===== src/rtl/sc_bottomsidecomparator_multi.sv =====
// Multi-channel bottom-side comparator: matches CHANNELS rows against a pattern,
// debounces over consecutive hit samples and latches a sticky flag with the channel index.
module sc_bottomsidecomparator_multi #(
  parameter int unsigned BOTTOMSIDECOMPARATOR_DATAWIDTH  = 8,
  parameter int unsigned BOTTOMSIDECOMPARATOR_CHANNELS   = 4,
  parameter int unsigned BOTTOMSIDECOMPARATOR_COUNTWIDTH = 4
) (
  input  logic SC_BOTTOMSIDECOMPARATOR_CLOCK_50,
  input  logic SC_BOTTOMSIDECOMPARATOR_RESET_InHigh,
  input  logic SC_BOTTOMSIDECOMPARATOR_clear_InHigh,
  input  logic SC_BOTTOMSIDECOMPARATOR_sample_InHigh,
  input  logic SC_BOTTOMSIDECOMPARATOR_mode_In,
  input  logic [BOTTOMSIDECOMPARATOR_DATAWIDTH-1:0] SC_BOTTOMSIDECOMPARATOR_pattern_InBUS,
  input  logic [BOTTOMSIDECOMPARATOR_CHANNELS*BOTTOMSIDECOMPARATOR_DATAWIDTH-1:0] SC_BOTTOMSIDECOMPARATOR_data_InBUS,
  input  logic [BOTTOMSIDECOMPARATOR_COUNTWIDTH-1:0] SC_BOTTOMSIDECOMPARATOR_threshold_InBUS,
  output logic SC_BOTTOMSIDECOMPARATOR_bottomside_OutHigh,
  output logic SC_BOTTOMSIDECOMPARATOR_pulse_OutHigh,
  output logic [((BOTTOMSIDECOMPARATOR_CHANNELS > 1) ? $clog2(BOTTOMSIDECOMPARATOR_CHANNELS) : 1)-1:0] SC_BOTTOMSIDECOMPARATOR_channel_OutBUS,
  output logic [BOTTOMSIDECOMPARATOR_COUNTWIDTH-1:0] SC_BOTTOMSIDECOMPARATOR_hitcount_OutBUS
);

  localparam int unsigned DW   = BOTTOMSIDECOMPARATOR_DATAWIDTH;
  localparam int unsigned CH   = BOTTOMSIDECOMPARATOR_CHANNELS;
  localparam int unsigned CW   = BOTTOMSIDECOMPARATOR_COUNTWIDTH;
  localparam int unsigned IDXW = (CH > 1) ? $clog2(CH) : 1;

  typedef enum logic [1:0] {IDLE, COUNTING, LOCKED} stateE;

  stateE           stateQ;
  logic [CW-1:0]   countQ;
  logic            flagQ;
  logic            pulseQ;
  logic [IDXW-1:0] channelQ;

  logic            anyHit;
  logic [IDXW-1:0] hitIdx;
  logic [DW-1:0]   row;
  logic [CW-1:0]   thrEff;
  logic [CW-1:0]   countInc;

  // Per-channel match; scanning downward leaves the lowest matching index in hitIdx
  always_comb begin
    anyHit = 1'b0;
    hitIdx = '0;
    row    = '0;
    for (int k = CH - 1; k >= 0; k--) begin
      row = SC_BOTTOMSIDECOMPARATOR_data_InBUS[k*DW +: DW];
      if (SC_BOTTOMSIDECOMPARATOR_mode_In ? (|(row & SC_BOTTOMSIDECOMPARATOR_pattern_InBUS))
                                          : (row == SC_BOTTOMSIDECOMPARATOR_pattern_InBUS)) begin
        anyHit = 1'b1;
        hitIdx = IDXW'(k);
      end
    end
  end

  assign thrEff   = (SC_BOTTOMSIDECOMPARATOR_threshold_InBUS == '0) ? CW'(1)
                                                                    : SC_BOTTOMSIDECOMPARATOR_threshold_InBUS;
  assign countInc = (countQ == {CW{1'b1}}) ? countQ : countQ + CW'(1);

  // Debounce FSM; clear wins over a simultaneous sample
  always_ff @(posedge SC_BOTTOMSIDECOMPARATOR_CLOCK_50 or posedge SC_BOTTOMSIDECOMPARATOR_RESET_InHigh) begin
    if (SC_BOTTOMSIDECOMPARATOR_RESET_InHigh) begin
      stateQ   <= IDLE;
      countQ   <= '0;
      flagQ    <= 1'b0;
      pulseQ   <= 1'b0;
      channelQ <= '0;
    end else begin
      pulseQ <= 1'b0;
      if (SC_BOTTOMSIDECOMPARATOR_clear_InHigh) begin
        stateQ   <= IDLE;
        countQ   <= '0;
        flagQ    <= 1'b0;
        channelQ <= '0;
      end else begin
        case (stateQ)
          IDLE: begin
            if (SC_BOTTOMSIDECOMPARATOR_sample_InHigh && anyHit) begin
              countQ <= CW'(1);
              if (thrEff == CW'(1)) begin
                stateQ   <= LOCKED;
                flagQ    <= 1'b1;
                pulseQ   <= 1'b1;
                channelQ <= hitIdx;
              end else begin
                stateQ <= COUNTING;
              end
            end
          end
          COUNTING: begin
            if (SC_BOTTOMSIDECOMPARATOR_sample_InHigh) begin
              if (anyHit) begin
                countQ <= countInc;
                if (countInc >= thrEff) begin
                  stateQ   <= LOCKED;
                  flagQ    <= 1'b1;
                  pulseQ   <= 1'b1;
                  channelQ <= hitIdx;
                end
              end else begin
                countQ <= '0;
                stateQ <= IDLE;
              end
            end
          end
          LOCKED: ;
          default: stateQ <= IDLE;
        endcase
      end
    end
  end

  assign SC_BOTTOMSIDECOMPARATOR_bottomside_OutHigh = flagQ;
  assign SC_BOTTOMSIDECOMPARATOR_pulse_OutHigh      = pulseQ;
  assign SC_BOTTOMSIDECOMPARATOR_channel_OutBUS     = channelQ;
  assign SC_BOTTOMSIDECOMPARATOR_hitcount_OutBUS    = countQ;

endmodule

===== config.mk =====
export PLATFORM = sky130hd
export DESIGN_NAME = sc_bottomsidecomparator_multi
export DESIGN_NICKNAME = d
export VERILOG_FILES = /design/src/rtl/sc_bottomsidecomparator_multi.sv
export SDC_FILE = /design/constraint.sdc
export NUM_CORES = 1
export LEC_CHECK = 0
export CAP_MARGIN = 20
export CORE_MARGIN = 3
export CORE_UTILIZATION = 48
export CTS_BUF_LIST = sky130_fd_sc_hd__clkbuf_4
export CTS_CLUSTER_DIAMETER = 40
export CTS_CLUSTER_SIZE = 40
export DETAILED_ROUTE_END_ITERATION = 6
export GPL_ROUTABILITY_DRIVEN = 0
export PLACE_DENSITY = 0.91
export SLEW_MARGIN = 20
export SYNTH_ARGS = -nofsm -noshare
export SYNTH_HDL_FRONTEND = slang
export SYNTH_SLANG_ARGS = --single-unit
export TNS_END_PERCENT = 100

===== constraint.sdc =====
create_clock -name SC_BOTTOMSIDECOMPARATOR_CLOCK_50 -period 7.99 [get_ports SC_BOTTOMSIDECOMPARATOR_CLOCK_50]
set_input_delay 1.598 -clock SC_BOTTOMSIDECOMPARATOR_CLOCK_50 [delete_from_list [all_inputs] [get_ports SC_BOTTOMSIDECOMPARATOR_CLOCK_50]]
set_output_delay 1.598 -clock SC_BOTTOMSIDECOMPARATOR_CLOCK_50 [all_outputs]
set_load 0.005 [all_outputs]

==> results of run 1 <==
[cells by family (layout without fill, tap and decap cells)]
kind of cell / Yosys count / after routing / synth area share [%]
xor+xnor: 1 / 1 / 0.652
simple gates: 57 / 57 / 25.2
compound gates: 26 / 26 / 15.1
flops: 10 / 10 / 18.6
mux: 2 / 2 / 1.68
buf+inv: 15 / 72 / 4.28
fa+ha+maj: 37 / 37 / 34.5
[registers in the layout (all words and copies together) (netlist names)]
signal                                      flops
SC_BOTTOMSIDECOMPARATOR_hitcount_OutBUS         4
stateQ                                          2
SC_BOTTOMSIDECOMPARATOR_bottomside_OutHigh      1
SC_BOTTOMSIDECOMPARATOR_pulse_OutHigh           1
SC_BOTTOMSIDECOMPARATOR_channel_OutBUS          2
[path summary, 6_finish.rpt]
check	slack, ns	startpoint	end	depth (start not counted)
setup / recovery	4.05	SC_BOTTOMSIDECOMPARATOR_pattern_InBUS[5]	SC_BOTTOMSIDECOMPARATOR_channel_OutBUS[1]$_DFFE_PP0P_	8
hold / removal	0.51	SC_BOTTOMSIDECOMPARATOR_channel_OutBUS[1]$_DFFE_PP0P_	SC_BOTTOMSIDECOMPARATOR_channel_OutBUS[1]$_DFFE_PP0P_	1
setup reg to reg	4.92	SC_BOTTOMSIDECOMPARATOR_hitcount_OutBUS[0]$_DFFE_PP0P_	SC_BOTTOMSIDECOMPARATOR_channel_OutBUS[1]$_DFFE_PP0P_	9
hold reg to reg	0.51	SC_BOTTOMSIDECOMPARATOR_channel_OutBUS[1]$_DFFE_PP0P_	SC_BOTTOMSIDECOMPARATOR_channel_OutBUS[1]$_DFFE_PP0P_	1
max in group asynchronous	6.07	SC_BOTTOMSIDECOMPARATOR_RESET_InHigh	SC_BOTTOMSIDECOMPARATOR_hitcount_OutBUS[1]$_DFFE_PP0P_	2
min in group asynchronous	1.62	SC_BOTTOMSIDECOMPARATOR_RESET_InHigh	stateQ[0]$_DFFE_PP0P_	2
[where the power goes]
group | internal (W) | leakage (nW) | total (W) | switching, W
logic | 0.0000438 | 0.730 | 0.0000766 | 0.0000328
registers | 0.0000532 | 0.136 | 0.0000579 | 0.00000465
clock network | 0.0000181 | 0.0154 | 0.0000383 | 0.0000202
total | 0.000115 | 0.882 | 0.000173 | 0.0000577
[layer usage]
layer	GRT usage, %	vias to the layer above
met4	11.3	0
met5	0	-
met3	2.63	14
li1	-	686
met1	24.1	670
met2	42.0	92
[cell usage in the layout (no fill, tap or decap), types with 2 or more instances in the layout]
cell type        instances
a21o_1                   2
a21oi_1                  3
clkbuf_4                 3
clkdlybuf4s50_1         56
dfrtp_1                 10
ha_1                    37
inv_1                   12
nand2_1                 10
nand3_1                  3
nand3b_1                 4
nand4_1                  3
nand4_2                  2
nor2_1                   6
nor3_1                   5
nor4_1                  11
o21a_1                   2
o21ai_0                  4
o21ai_1                  4
o21ai_2                  2
or4_1                    7
[metrics by stage]
step,instance area (µm²),worst slack [ns],util (%),instances,power (W)
global placement,1930,3.82,75.1,231,0.000130
floorplan,1340,4.45,-,148,0.0000931
CTS,1960,4.04,76.2,235,0.000172
finish,1960,4.05,76.2,235,0.000173
global route,1960,3.93,76.2,235,0.000185
detailed placement,1930,3.75,75.1,231,0.000135
[worst register-to-register path, cell delays in order, from the launching register on]
cell and delay [ns]:
dfrtp_1 0.47, ha_1 0.29, nand3_1 0.20, mux2_2 0.39
ha_1 0.28, o21ai_0 0.11, a211oi_1 0.44, o21ai_0 0.22
a21oi_2 0.21, mux2_1 0.33
[cell type report]
| type | count | share of cell area (%) |
|---|---|---|
| multi-input combinational | 123 | 53.0 |
| timing repair buffer | 56 | 28.7 |
| sequential | 10 | 12.8 |
| inverter | 12 | 2.30 |
| tap | 30 | 1.92 |
| clock buffer | 3 | 1.15 |
| clock inverter | 1 | 0.192 |
==> qor.yml, run 1 <==
cts:
  clk_latency_ns: 0.27
  cts-root-buf: "clkbuf_4"
  clock_sinks: 10
  htreeDepth: 1
  path_clk_slew_ns: 0.07
  cts_tree: "yes"
  hold_buffers: 0
  clock_path_buffers: 2
  ctsResizeCount: 0
  cts_buffers: 3
  post-cts-setup-buffer-count: 0
floorplanning:
  fp.dieH_um: 58.9
  core.rowCount: 18
  dieArea_um2: 3470
  boundaryPins: 57
  start_util_pct: 52.3
  die_w_um: 58.9
  core_um2: 2570
route:
  vias: 1462
  ant_nets: 0
  wl_met2_um: 2000
  routed.top_layer: "met4"
  wirelength_um: 3710
  wl_met3_um: 262
  drc: 0
  wirelength_met1_um: 1330
  dr.pass1.iters: 4
  drtIter0Drc: 75
  post_drt_wl_per_cell_um: 15.8
  viasPerCell: 6.22
worst_setup_path:
  path_buf_inv: 1
  arrival_ns: 4.09
  crit_slowest_cell: "or4_4"
  cp_data_required_time_ns: 8.14
  critPathMaxFanout: 6
  crit_chain: "clkdlybuf4s50_1 > ha_1 > or4_4 > o21ai_2 > nand4_2 > o41ai_4 > a21oi_2 > mux2_1"
  critPathKind: "in -> reg"
  critPathTopFamily: "compound AO/OA/AOI/OAI gates"
  end_kind: "flip-flop"
  slowest_delay_ns: 0.52
  startpoint_type: "input pin"
synthesis:
  ys.flop_type: "dfrtp_1"
  yosysTopAreaCell: "ha_1"
  syn_inst: 148
  syn_area_um2: 1340
  syn_area_per_cell_um2: 9.08
  yosysTopAreaCellShare_pct: 34.5
  ys_seq_area_share_pct: 18.6
  ys_warn_count: 0
  synth-async-reset-ratio_pct: 100
  ys_top_cells_by_area: "ha_1 34%, dfrtp_1 19%, nor4_1 5.1%"
  synth_seq_cells: 10
  yosys-top-cells-count: "37 x ha_1, 12 x inv_1, 11 x nor4_1"
  synth_nets: 234
  synth-edff-count: 0
  ys_types: 38
  synth.most_common_cell: "ha_1"
layout:
  ff_latch_area_um2: 250
  layout-drive-gt1-share_pct: 6.83
  multi_input_area_um2: 1040
  nNetsFinal: 292
  flow.area_growth_from_synthesis_pct: 45.5
  nFillCells: 178
  diodes: 0
pwr:
  ir_drop_uv: 77.2
  power_density_nw_per_um2: 88.4
  p_leak_nw: 0.882
timing:
  period_minus_slack_ns: 3.94
  fin_crit_sh_pct: 49.3
  rsz0062_at_grt: "false"
  finalSetupTns_ns: 0
  drv_slew: 0
  fmax_mhz: 254
  hold_violations: 0
  fin_worst_skew_ns: 0.00271
  max_slew.worst_pin.slew_ns: 0.602
  max-slew-margin-rel_pct: 59.5
  hold_ws_ns: 0.511
  setup_viol_count_final: 0
grt:
  grt_pass1_vias: 1415
  antenna_found_initial: 0
  grt_use_total_pct: 22.3
  grt.overflow.total: 0
  grt_max_degree: 11
  grt_pass1_wl_um: 5950
placed_design:
  hpwlAfterDp_um: 3220
  numPortBuffers: 56
flow_run:
  cap_viol_max_count: 0
run_status:
  status: "completed"
worst_hold_path:
  hp-class: "reg -> reg"
(Power assumes the default switching activity.)
==> run 2, diff against run 1 <==
CORE_UTILIZATION = 44   (was 48)
PLACE_DENSITY = 0.85   (was 0.91)
clock period = 4 ns   (was 7.99 ns; I/O delays follow)
==> run 2 against run 1 <==
Via count decreased by 6.4%. Setup slack got worse by 3.3 ns. Die area is 8.2% higher. Cell area down 0.13%. Register-to-register slack worse by 3.9 ns. Largest power group unchanged. Highest routed layer unchanged.
==> qor.yml, run 2 (synthesis gave the netlist of run 1 again) <==
run_status:
  status: "completed"
placed_design:
  numPortBuffers: 56  # unchanged
  hpwlAfterDp_um: 3180  # -1.3%
floorplanning:
  core_um2: 2830  # +10%
  core.rowCount: 19  # +1
  start_util_pct: 47.5  # -4.8 points
  dieArea_um2: 3750  # +8.2%
  die_w_um: 61.3  # +4.0%
  boundaryPins: 57  # unchanged
  fp.dieH_um: 61.3  # +4.0%
timing:
  drv_slew: 0  # unchanged
  hold_ws_ns: 0.488  # -0.0230 ns
  fmax_mhz: 311
  fin_crit_sh_pct: 80.3
  max_slew.worst_pin.slew_ns: 0.530  # -0.0726 ns
  setup_viol_count_final: 0  # unchanged
  hold_violations: 0  # unchanged
  finalSetupTns_ns: 0  # unchanged
  rsz0062_at_grt: "false"
  max-slew-margin-rel_pct: 64.4  # +4.9 points
  period_minus_slack_ns: 3.21
  fin_worst_skew_ns: 0.00629  # +0.00358 ns
pwr:
  p_leak_nw: 0.880  # -0.18%
  ir_drop_uv: 109  # +42%
  power_density_nw_per_um2: 169  # +92%
cts:
  clock_sinks: 10  # unchanged
  path_clk_slew_ns: 0.05  # -0.02 ns
  hold_buffers: 0  # unchanged
  cts_buffers: 3  # unchanged
  post-cts-setup-buffer-count: 0  # unchanged
  clock_path_buffers: 2  # unchanged
  ctsResizeCount: 0  # unchanged
  clk_latency_ns: 0.26  # about the same
  cts_tree: "yes"
  cts-root-buf: "clkbuf_4"
  htreeDepth: 1  # unchanged
layout:
  largest_register_ffs: 4  # unchanged
  layout-drive-gt1-share_pct: 6.86  # +0.033 points
  nNetsFinal: 292  # unchanged
  multi_input_area_um2: 1040  # unchanged
  diodes: 0  # unchanged
  nFillCells: 212  # +19%
  flow.area_growth_from_synthesis_pct: 45.3
  ff_latch_area_um2: 250  # unchanged
  layout_common_cells: "56 x clkdlybuf4s50_1, 37 x ha_1, 12 x inv_1, 11 x nor4_1"
  final_common_cell: "clkdlybuf4s50_1"
worst_setup_path:
  cp_data_required_time_ns: 4.13  # -4.01 ns
  slowest_delay_ns: 0.53  # about the same
  critPathTopFamily: "compound AO/OA/AOI/OAI gates"
  endpoint: "SC_BOTTOMSIDECOMPARATOR_channel_OutBUS[1]$_DFFE_PP0P_"
  startpoint: "SC_BOTTOMSIDECOMPARATOR_pattern_InBUS[5]"
  path_buf_inv: 1  # unchanged
  critPathMaxFanout: 6  # unchanged
  cp.depth: 8  # unchanged
  crit_chain: "clkdlybuf4s50_1 > ha_1 > or4_4 > o21ai_2 > nand4_2 > o41ai_4 > a21oi_2 > mux2_1"
  startpoint_type: "input pin"
  rr_endpoint: "SC_BOTTOMSIDECOMPARATOR_channel_OutBUS[1]$_DFFE_PP0P_"
  end_kind: "flip-flop"
  regToRegSetupSlack_ns: 1.05  # -3.87 ns
  rr_worst_depth: 9  # unchanged
  critPathKind: "in -> reg"
  arrival_ns: 3.35  # -0.74 ns
  crit_slowest_cell: "or4_4"
  reg2reg_from: "SC_BOTTOMSIDECOMPARATOR_hitcount_OutBUS[0]$_DFFE_PP0P_"
grt:
  grt_pass1_wl_um: 5720  # -3.9%
  met3_usage_pct: 4.40  # +1.8 points
  grt.overflow.total: 0  # unchanged
  use_met1_pct: 21.3  # -2.7 points
  busiest_layer: "met2"
  antenna_found_initial: 0  # unchanged
  grt_pass1_vias: 1407  # -0.57%
  grt_util_met2_pct: 38.7  # -3.3 points
  grt_max_degree: 11  # unchanged
  grt_use_total_pct: 20.1  # -2.3 points
route:
  drtIter0Drc: 28  # -63%
  drc: 0  # unchanged
  vias: 1369  # -6.4%
  viasPerCell: 5.83  # -6.4%
  wirelength_um: 3480  # -6.1%
  dr.pass1.iters: 4  # unchanged
  post_drt_wl_per_cell_um: 14.8  # -6.1%
  ant_nets: 0  # unchanged
flow_run:
  cap_viol_max_count: 0  # unchanged
worst_hold_path:
  hp-class: "reg -> reg"
==> run 2: cell types whose count changed in the layout (fill, tap and decap cells not counted) <==
cell      change
clkinv_1      -1
==> run 2: worst register-to-register path, stage by stage (launching register included) <==
cell and delay, ns:
dfrtp_1 0.47, ha_1 0.28, nand3_1 0.20, mux2_2 0.38, ha_1 0.28, o21ai_0 0.10
a211oi_1 0.38, o21ai_0 0.21, a21oi_2 0.20, mux2_1 0.33
==> run 2: how the worst min path moves through the flow <==
stage | startpoint | end | depth (start not counted)
CTS | SC_BOTTOMSIDECOMPARATOR_bottomside_OutHigh$_DFFE_PP0P_ | SC_BOTTOMSIDECOMPARATOR_bottomside_OutHigh$_DFFE_PP0P_ | 1
finish | SC_BOTTOMSIDECOMPARATOR_bottomside_OutHigh$_DFFE_PP0P_ | SC_BOTTOMSIDECOMPARATOR_bottomside_OutHigh$_DFFE_PP0P_ | 1
floorplan | SC_BOTTOMSIDECOMPARATOR_bottomside_OutHigh$_DFFE_PP0P_ | SC_BOTTOMSIDECOMPARATOR_bottomside_OutHigh$_DFFE_PP0P_ | 1
detailed placement | SC_BOTTOMSIDECOMPARATOR_bottomside_OutHigh$_DFFE_PP0P_ | SC_BOTTOMSIDECOMPARATOR_bottomside_OutHigh$_DFFE_PP0P_ | 1
global placement | SC_BOTTOMSIDECOMPARATOR_bottomside_OutHigh$_DFFE_PP0P_ | SC_BOTTOMSIDECOMPARATOR_bottomside_OutHigh$_DFFE_PP0P_ | 1
global route | SC_BOTTOMSIDECOMPARATOR_bottomside_OutHigh$_DFFE_PP0P_ | SC_BOTTOMSIDECOMPARATOR_bottomside_OutHigh$_DFFE_PP0P_ | 1
==> run 2: per-stage QoR <==
stage	setup WS (ns)	total power, W	util, %	area, µm²	cells
2_1_floorplan	1.25	0.000186	-	1340	148
3_3_place_gp	0.627	0.000261	68.2	1930	232
3_5_place_dp	0.531	0.000270	68.2	1930	232
4_1_cts	0.798	0.000334	69.0	1950	235
5_1_grt	0.660	0.000358	69.0	1950	235
6_report	0.788	0.000331	69.0	1950	235
==> run 2: area by class of cell <==
type,instances,share of cell area [%]
inverters,12,2.31
repair buffers,56,28.7
flip-flops and latches,10,12.8
multi-input cells,123,53.0
clock buffers,3,1.15
well taps,31,1.99
==> run 2: power breakdown <==
group	internal, W	switching, W
clock	0.0000345	0.0000296
combinational	0.0000876	0.0000641
sequential	0.000107	0.00000859
==> run 2: per-layer routing <==
metal / part of all wire (%) / wire length, µm / vias up
li1: - / - / 685
met1: 39 / 1360 / 614
met2: 52 / 1810 / 61
met5: 0 / 0 / -
met4: 1.8 / 63 / 0
met3: 7.3 / 253 / 9
==> variant 1: new RTL, config.mk and constraints of run 2 <==
Register the inputs `SC_BOTTOMSIDECOMPARATOR_clear_InHigh`, `SC_BOTTOMSIDECOMPARATOR_sample_InHigh`, `SC_BOTTOMSIDECOMPARATOR_mode_In`, `SC_BOTTOMSIDECOMPARATOR_pattern_InBUS`, `SC_BOTTOMSIDECOMPARATOR_data_InBUS` and `SC_BOTTOMSIDECOMPARATOR_threshold_InBUS` before use. The logic sees them one clock later.
--- a/src/rtl/sc_bottomsidecomparator_multi.sv
+++ b/src/rtl/sc_bottomsidecomparator_multi.sv
@@ -27,4 +27,20 @@
   typedef enum logic [1:0] {IDLE, COUNTING, LOCKED} stateE;
 
+  logic SC_BOTTOMSIDECOMPARATOR_clear_InHigh_q;
+  logic SC_BOTTOMSIDECOMPARATOR_sample_InHigh_q;
+  logic SC_BOTTOMSIDECOMPARATOR_mode_In_q;
+  logic [BOTTOMSIDECOMPARATOR_DATAWIDTH-1:0] SC_BOTTOMSIDECOMPARATOR_pattern_InBUS_q;
+  logic [BOTTOMSIDECOMPARATOR_CHANNELS*BOTTOMSIDECOMPARATOR_DATAWIDTH-1:0] SC_BOTTOMSIDECOMPARATOR_data_InBUS_q;
+  logic [BOTTOMSIDECOMPARATOR_COUNTWIDTH-1:0] SC_BOTTOMSIDECOMPARATOR_threshold_InBUS_q;
+
+  always_ff @(posedge SC_BOTTOMSIDECOMPARATOR_CLOCK_50) begin
+    SC_BOTTOMSIDECOMPARATOR_clear_InHigh_q    <= SC_BOTTOMSIDECOMPARATOR_clear_InHigh;
+    SC_BOTTOMSIDECOMPARATOR_sample_InHigh_q   <= SC_BOTTOMSIDECOMPARATOR_sample_InHigh;
+    SC_BOTTOMSIDECOMPARATOR_mode_In_q         <= SC_BOTTOMSIDECOMPARATOR_mode_In;
+    SC_BOTTOMSIDECOMPARATOR_pattern_InBUS_q   <= SC_BOTTOMSIDECOMPARATOR_pattern_InBUS;
+    SC_BOTTOMSIDECOMPARATOR_data_InBUS_q      <= SC_BOTTOMSIDECOMPARATOR_data_InBUS;
+    SC_BOTTOMSIDECOMPARATOR_threshold_InBUS_q <= SC_BOTTOMSIDECOMPARATOR_threshold_InBUS;
+  end
+
   stateE           stateQ;
   logic [CW-1:0]   countQ;
@@ -45,7 +61,7 @@
     row    = '0;
     for (int k = CH - 1; k >= 0; k--) begin
-      row = SC_BOTTOMSIDECOMPARATOR_data_InBUS[k*DW +: DW];
-      if (SC_BOTTOMSIDECOMPARATOR_mode_In ? (|(row & SC_BOTTOMSIDECOMPARATOR_pattern_InBUS))
-                                          : (row == SC_BOTTOMSIDECOMPARATOR_pattern_InBUS)) begin
+      row = SC_BOTTOMSIDECOMPARATOR_data_InBUS_q[k*DW +: DW];
+      if (SC_BOTTOMSIDECOMPARATOR_mode_In_q ? (|(row & SC_BOTTOMSIDECOMPARATOR_pattern_InBUS_q))
+                                          : (row == SC_BOTTOMSIDECOMPARATOR_pattern_InBUS_q)) begin
         anyHit = 1'b1;
         hitIdx = IDXW'(k);
@@ -54,6 +70,6 @@
   end
 
-  assign thrEff   = (SC_BOTTOMSIDECOMPARATOR_threshold_InBUS == '0) ? CW'(1)
-                                                                    : SC_BOTTOMSIDECOMPARATOR_threshold_InBUS;
+  assign thrEff   = (SC_BOTTOMSIDECOMPARATOR_threshold_InBUS_q == '0) ? CW'(1)
+                                                                    : SC_BOTTOMSIDECOMPARATOR_threshold_InBUS_q;
   assign countInc = (countQ == {CW{1'b1}}) ? countQ : countQ + CW'(1);
 
@@ -68,5 +84,5 @@
     end else begin
       pulseQ <= 1'b0;
-      if (SC_BOTTOMSIDECOMPARATOR_clear_InHigh) begin
+      if (SC_BOTTOMSIDECOMPARATOR_clear_InHigh_q) begin
         stateQ   <= IDLE;
         countQ   <= '0;
@@ -76,5 +92,5 @@
         case (stateQ)
           IDLE: begin
-            if (SC_BOTTOMSIDECOMPARATOR_sample_InHigh && anyHit) begin
+            if (SC_BOTTOMSIDECOMPARATOR_sample_InHigh_q && anyHit) begin
               countQ <= CW'(1);
               if (thrEff == CW'(1)) begin
@@ -89,5 +105,5 @@
           end
           COUNTING: begin
-            if (SC_BOTTOMSIDECOMPARATOR_sample_InHigh) begin
+            if (SC_BOTTOMSIDECOMPARATOR_sample_InHigh_q) begin
               if (anyHit) begin
                 countQ <= countInc;
Behaviour: not the same (a bounded check fails within 4 cycles, from zero or initial values and one cycle with SC_BOTTOMSIDECOMPARATOR_RESET_InHigh high).
==> variant 1 against run 2 <==
Worst setup slack gained 540 ps; hold slack better by 52 ps; area after synthesis up 66%; cell area up 54%; total power grew to 3.7 times the old value; sequential cell count rose by 47; wire length is 33% higher; cell count rose by 39%; utilization shrank 6.5 points.
==> variant 1: results (changes against run 2) <==
[clock_tree]
clk_pin_slew_ps = 90  ; +40 ps
post_cts_resized = 0  ; unchanged
cts_buffers = 9  ; +6
clk_latency_ps = 390  ; +130 ps
h-tree-depth = 3  ; +2

[synth]
synthFlopType = dfxtp_1
ys_top_cells_by_count = 47 x dfxtp_1, 37 x ha_1, 12 x nor4_1, 10 x dfrtp_1, 9 x nand2_1
yosysSeqAreaShare = 0.535  ; +0.348
synth_compound_area_frac = 0.0679  ; -0.0829
ys_types = 35  ; -7.9%
syn-num-nets = 276  ; +18%
synthArstFlopShare = 0.175  ; -0.825
synth.top_cells.by_area = dfxtp_1 42%, ha_1 21%, dfrtp_1 11%, nor4_1 3.4%, a21oi_1 1.6%
synth_mux_area_frac = 0.00505  ; -0.0117
synthAdderAreaFrac = 0.208  ; -0.137
syn_area_per_cell_um2 = 11.7  ; +29%

[timing]
timing.hold.ws_ps = 540  ; +52.1 ps
worst_slack_ps = 1330  ; +541 ps
tightestPinTransition_ps = 431  ; -98.8 ps
skew_ps = 9.77  ; +3.47 ps

[layout]
n_all_inverters = 7  ; -5
nClkBuffers = 10  ; +7
nets = 340  ; +16%
multi_input_area_um2 = 991  ; -4.3%
regArea_um2 = 1190  ; +380%
drive_gt1_frac = 0.0811  ; +0.0125
seq_cell_count = 57  ; +47
clock_area_frac = 0.0524  ; +0.0408
layout.nonclk_buf_frac = 0.186  ; -0.101
fillCellCount = 401  ; +89%

[routing]
vias = 1643  ; +20%
drtIter0Drc = 89  ; +220%
vias_per_cell = 5.04  ; -13%
wirelength_um = 4640  ; +33%

[global_route]
grt_max_degree = 14  ; +3
grt_pass1_vias = 1702  ; +21%
grtUsageMet3 = 0.0599  ; +0.0158
use_met2 = 0.282  ; -0.104
use_met1 = 0.184  ; -0.0293
grt_pass1_wl_um = 7480  ; +31%

[worst_setup_path]
r2r_cells = 7  ; -2
critPathLaunchType = flop
r2r_end = SC_BOTTOMSIDECOMPARATOR_hitcount_OutBUS[3]
path_max_fanout = 12  ; +6

[die]
rows = 25  ; +6

[power]
p_seq_frac = 0.511  ; +0.163
powerComb_mw = 0.146  ; -4%
powerSeq_mw = 0.628  ; +450%
power.leakage_nw = 1.31  ; +49%
p_per_area_nw_per_um2 = 408  ; +140%

[placement]
hpwl_um = 3690  ; +16%
place_inst = 310  ; +34%

[outcome]
status = complete, no violations

==> variant 1: cell count changes after synthesis, sizes merged, moves of 3 or more <==
| cell | run 2 | this run |
|---|---|---|
| nand3b | 4 | 0 |
| nand3 | 3 | 6 |
| a21oi | 4 | 7 |
| inv | 12 | 7 |
| nor2b | 0 | 3 |
| a31oi | 1 | 4 |
| dfxtp | 0 | 47 |
| o21ai | 10 | 3 |
| or3b | 0 | 3 |
| or4 | 8 | 5 |
| nand2b | 0 | 3 |
==> variant 1: metal layers <==
| layer | vias up | share of wire |
|---|---|---|
| met1 | 756 | 0.42 |
| li1 | 829 | - |
| met3 | 7 | 0.050 |
| met5 | - | 0 |
| met2 | 51 | 0.51 |
| met4 | 0 | 0.014 |
==> variant 1: critical path: stages (launching register included) <==
cell and delay, ps:
dfxtp_1 380, ha_1 220, or4_1 500, o21ai_1 180, nand4_1 140, or4_4 630, or3b_1 390, a31oi_1 160
==> variant 2: new RTL, settings of run 2 <==
Made on the original files. Set the parameter `BOTTOMSIDECOMPARATOR_CHANNELS` to 2 (it was 4).
--- a/src/rtl/sc_bottomsidecomparator_multi.sv
+++ b/src/rtl/sc_bottomsidecomparator_multi.sv
@@ -3,5 +3,5 @@
 module sc_bottomsidecomparator_multi #(
   parameter int unsigned BOTTOMSIDECOMPARATOR_DATAWIDTH  = 8,
-  parameter int unsigned BOTTOMSIDECOMPARATOR_CHANNELS   = 4,
+  parameter int unsigned BOTTOMSIDECOMPARATOR_CHANNELS   = 2,
   parameter int unsigned BOTTOMSIDECOMPARATOR_COUNTWIDTH = 4
 ) (
Interface: changed (resized SC_BOTTOMSIDECOMPARATOR_channel_OutBUS and SC_BOTTOMSIDECOMPARATOR_data_InBUS); port bits go from 57 to 40. The function was not compared with the original's and may differ.
==> variant 2 against run 2 <==
Cell area is 30% lower; total power down 19%; wire length decreased by 35%; via count down 29%; utilization grew 0.40 points; area after synthesis shrank 30%; global-route usage fell by 1.3 points; hold slack improved by 24 ps; worst setup slack improved by 130 ps; sequential cell count fell by 1.
==> variant 2: results (changes against run 2) <==
[global_route]
grt_use_total = 0.188  ; -0.0127
grt_max_degree = 13  ; +2
grt_pass1_vias = 985  ; -30%
use_met1 = 0.183  ; -0.0303
grtUsageMet3 = 0.0516  ; +0.00755
grt_pass1_wl_um = 3880  ; -32%
grt_overflow = 0  ; unchanged
use_met2 = 0.343  ; -0.0436

[worst_setup_path]
path_max_fanout = 12  ; +6
max_stage_delay_ps = 540
r2r_end = SC_BOTTOMSIDECOMPARATOR_channel_OutBUS
crit_path_end = SC_BOTTOMSIDECOMPARATOR_hitcount_OutBUS[1]
critical-path-top-delay-family = simple AND/OR/NAND/NOR gates
cp.arrival_ps = 3240  ; -110 ps
r2r_cells = 10  ; +1
rrSetupSlack_ps = 1530  ; +480 ps

[power]
switchingPower_mw = 0.0751  ; -27%
powerComb_mw = 0.0908  ; -40%
power.leakage_nw = 0.608  ; -31%
p_comb_frac = 0.339  ; -0.119
powerSeq_mw = 0.0978  ; -15%
peakVddDrop_v = 0.000132  ; +20%

[routing]
wl_met2_um = 1090  ; -40%
wirelength_um = 2280  ; -35%
met1_length_um = 825  ; -39%
vias = 975  ; -29%
wl_met3_um = 261  ; +3.2%
drtIter0Drc = 17  ; -39%

[layout]
fillCellCount = 151  ; -29%
drive_gt1_frac = 0.0890  ; +0.0204
nets = 201  ; -31%

[synth]
synthAdderAreaFrac = 0.280  ; -0.0641
synthFlopType = dfrtp_1
synth_compound_area_frac = 0.171  ; +0.0201
synth_xor_area_frac = 0.00935  ; +0.00283
ys_types = 33  ; -13%
synth.top_cells.by_area = ha_1 28%, dfrtp_1 24%, nand2_1 4.8%, inv_1 3.2%, nor2_1 3.2%
synth_mux_area_frac = 0.0107  ; -0.00608
ys_top_cells_by_count = 21 x ha_1, 12 x nand2_1, 9 x dfrtp_1, 8 x inv_1, 8 x nor2_1
yosysSeqAreaShare = 0.240  ; +0.0541
synthArstFlopShare = 1.00  ; unchanged
syn-num-nets = 159  ; -32%

[timing]
slew_headroom = 0.600  ; -0.0435
skew_ps = 1.65  ; -4.65 ps

[placement]
portBuffers = 39  ; -30%
postPlaceCellArea_um2 = 1350  ; -30%
hpwl_um = 2010  ; -37%

[hold_path]
whs_path_depth = 2  ; +1
hold_class = reg -> reg

[outcome]
status = complete, no violations

==> variant 2: area by class of cell <==
cell class	count	area, µm²	area share
Clock buffer	4	30.0	0.0218
Inverter	8	30.0	0.0218
Multi-Input combinational cell	86	667	0.485
Sequential cell	9	225	0.164
Tap cell	27	33.8	0.0245
Timing Repair Buffer	39	390	0.284
==> variant 2: metrics by stage <==
| step | setup WS (ps) | hold slack (ps) | util | cells |
|---|---|---|---|---|
| floorplan | 1610 | 486 | - | 105 |
| global placement | 793 | 506 | 0.679 | 169 |
| detailed placement | 667 | 505 | 0.679 | 169 |
| CTS | 933 | 518 | 0.694 | 173 |
| global route | 742 | 560 | 0.694 | 173 |
| finish | 921 | 513 | 0.694 | 173 |
==> variant 2: cell families (layout without fill, tap and decap cells) <==
logic type / count (synthesis) / count (layout)
fa+ha+maj: 21 / 21
simple gates: 43 / 43
xor+xnor: 1 / 1
flops: 9 / 9
buf+inv: 10 / 51
mux: 1 / 1
compound gates: 20 / 20
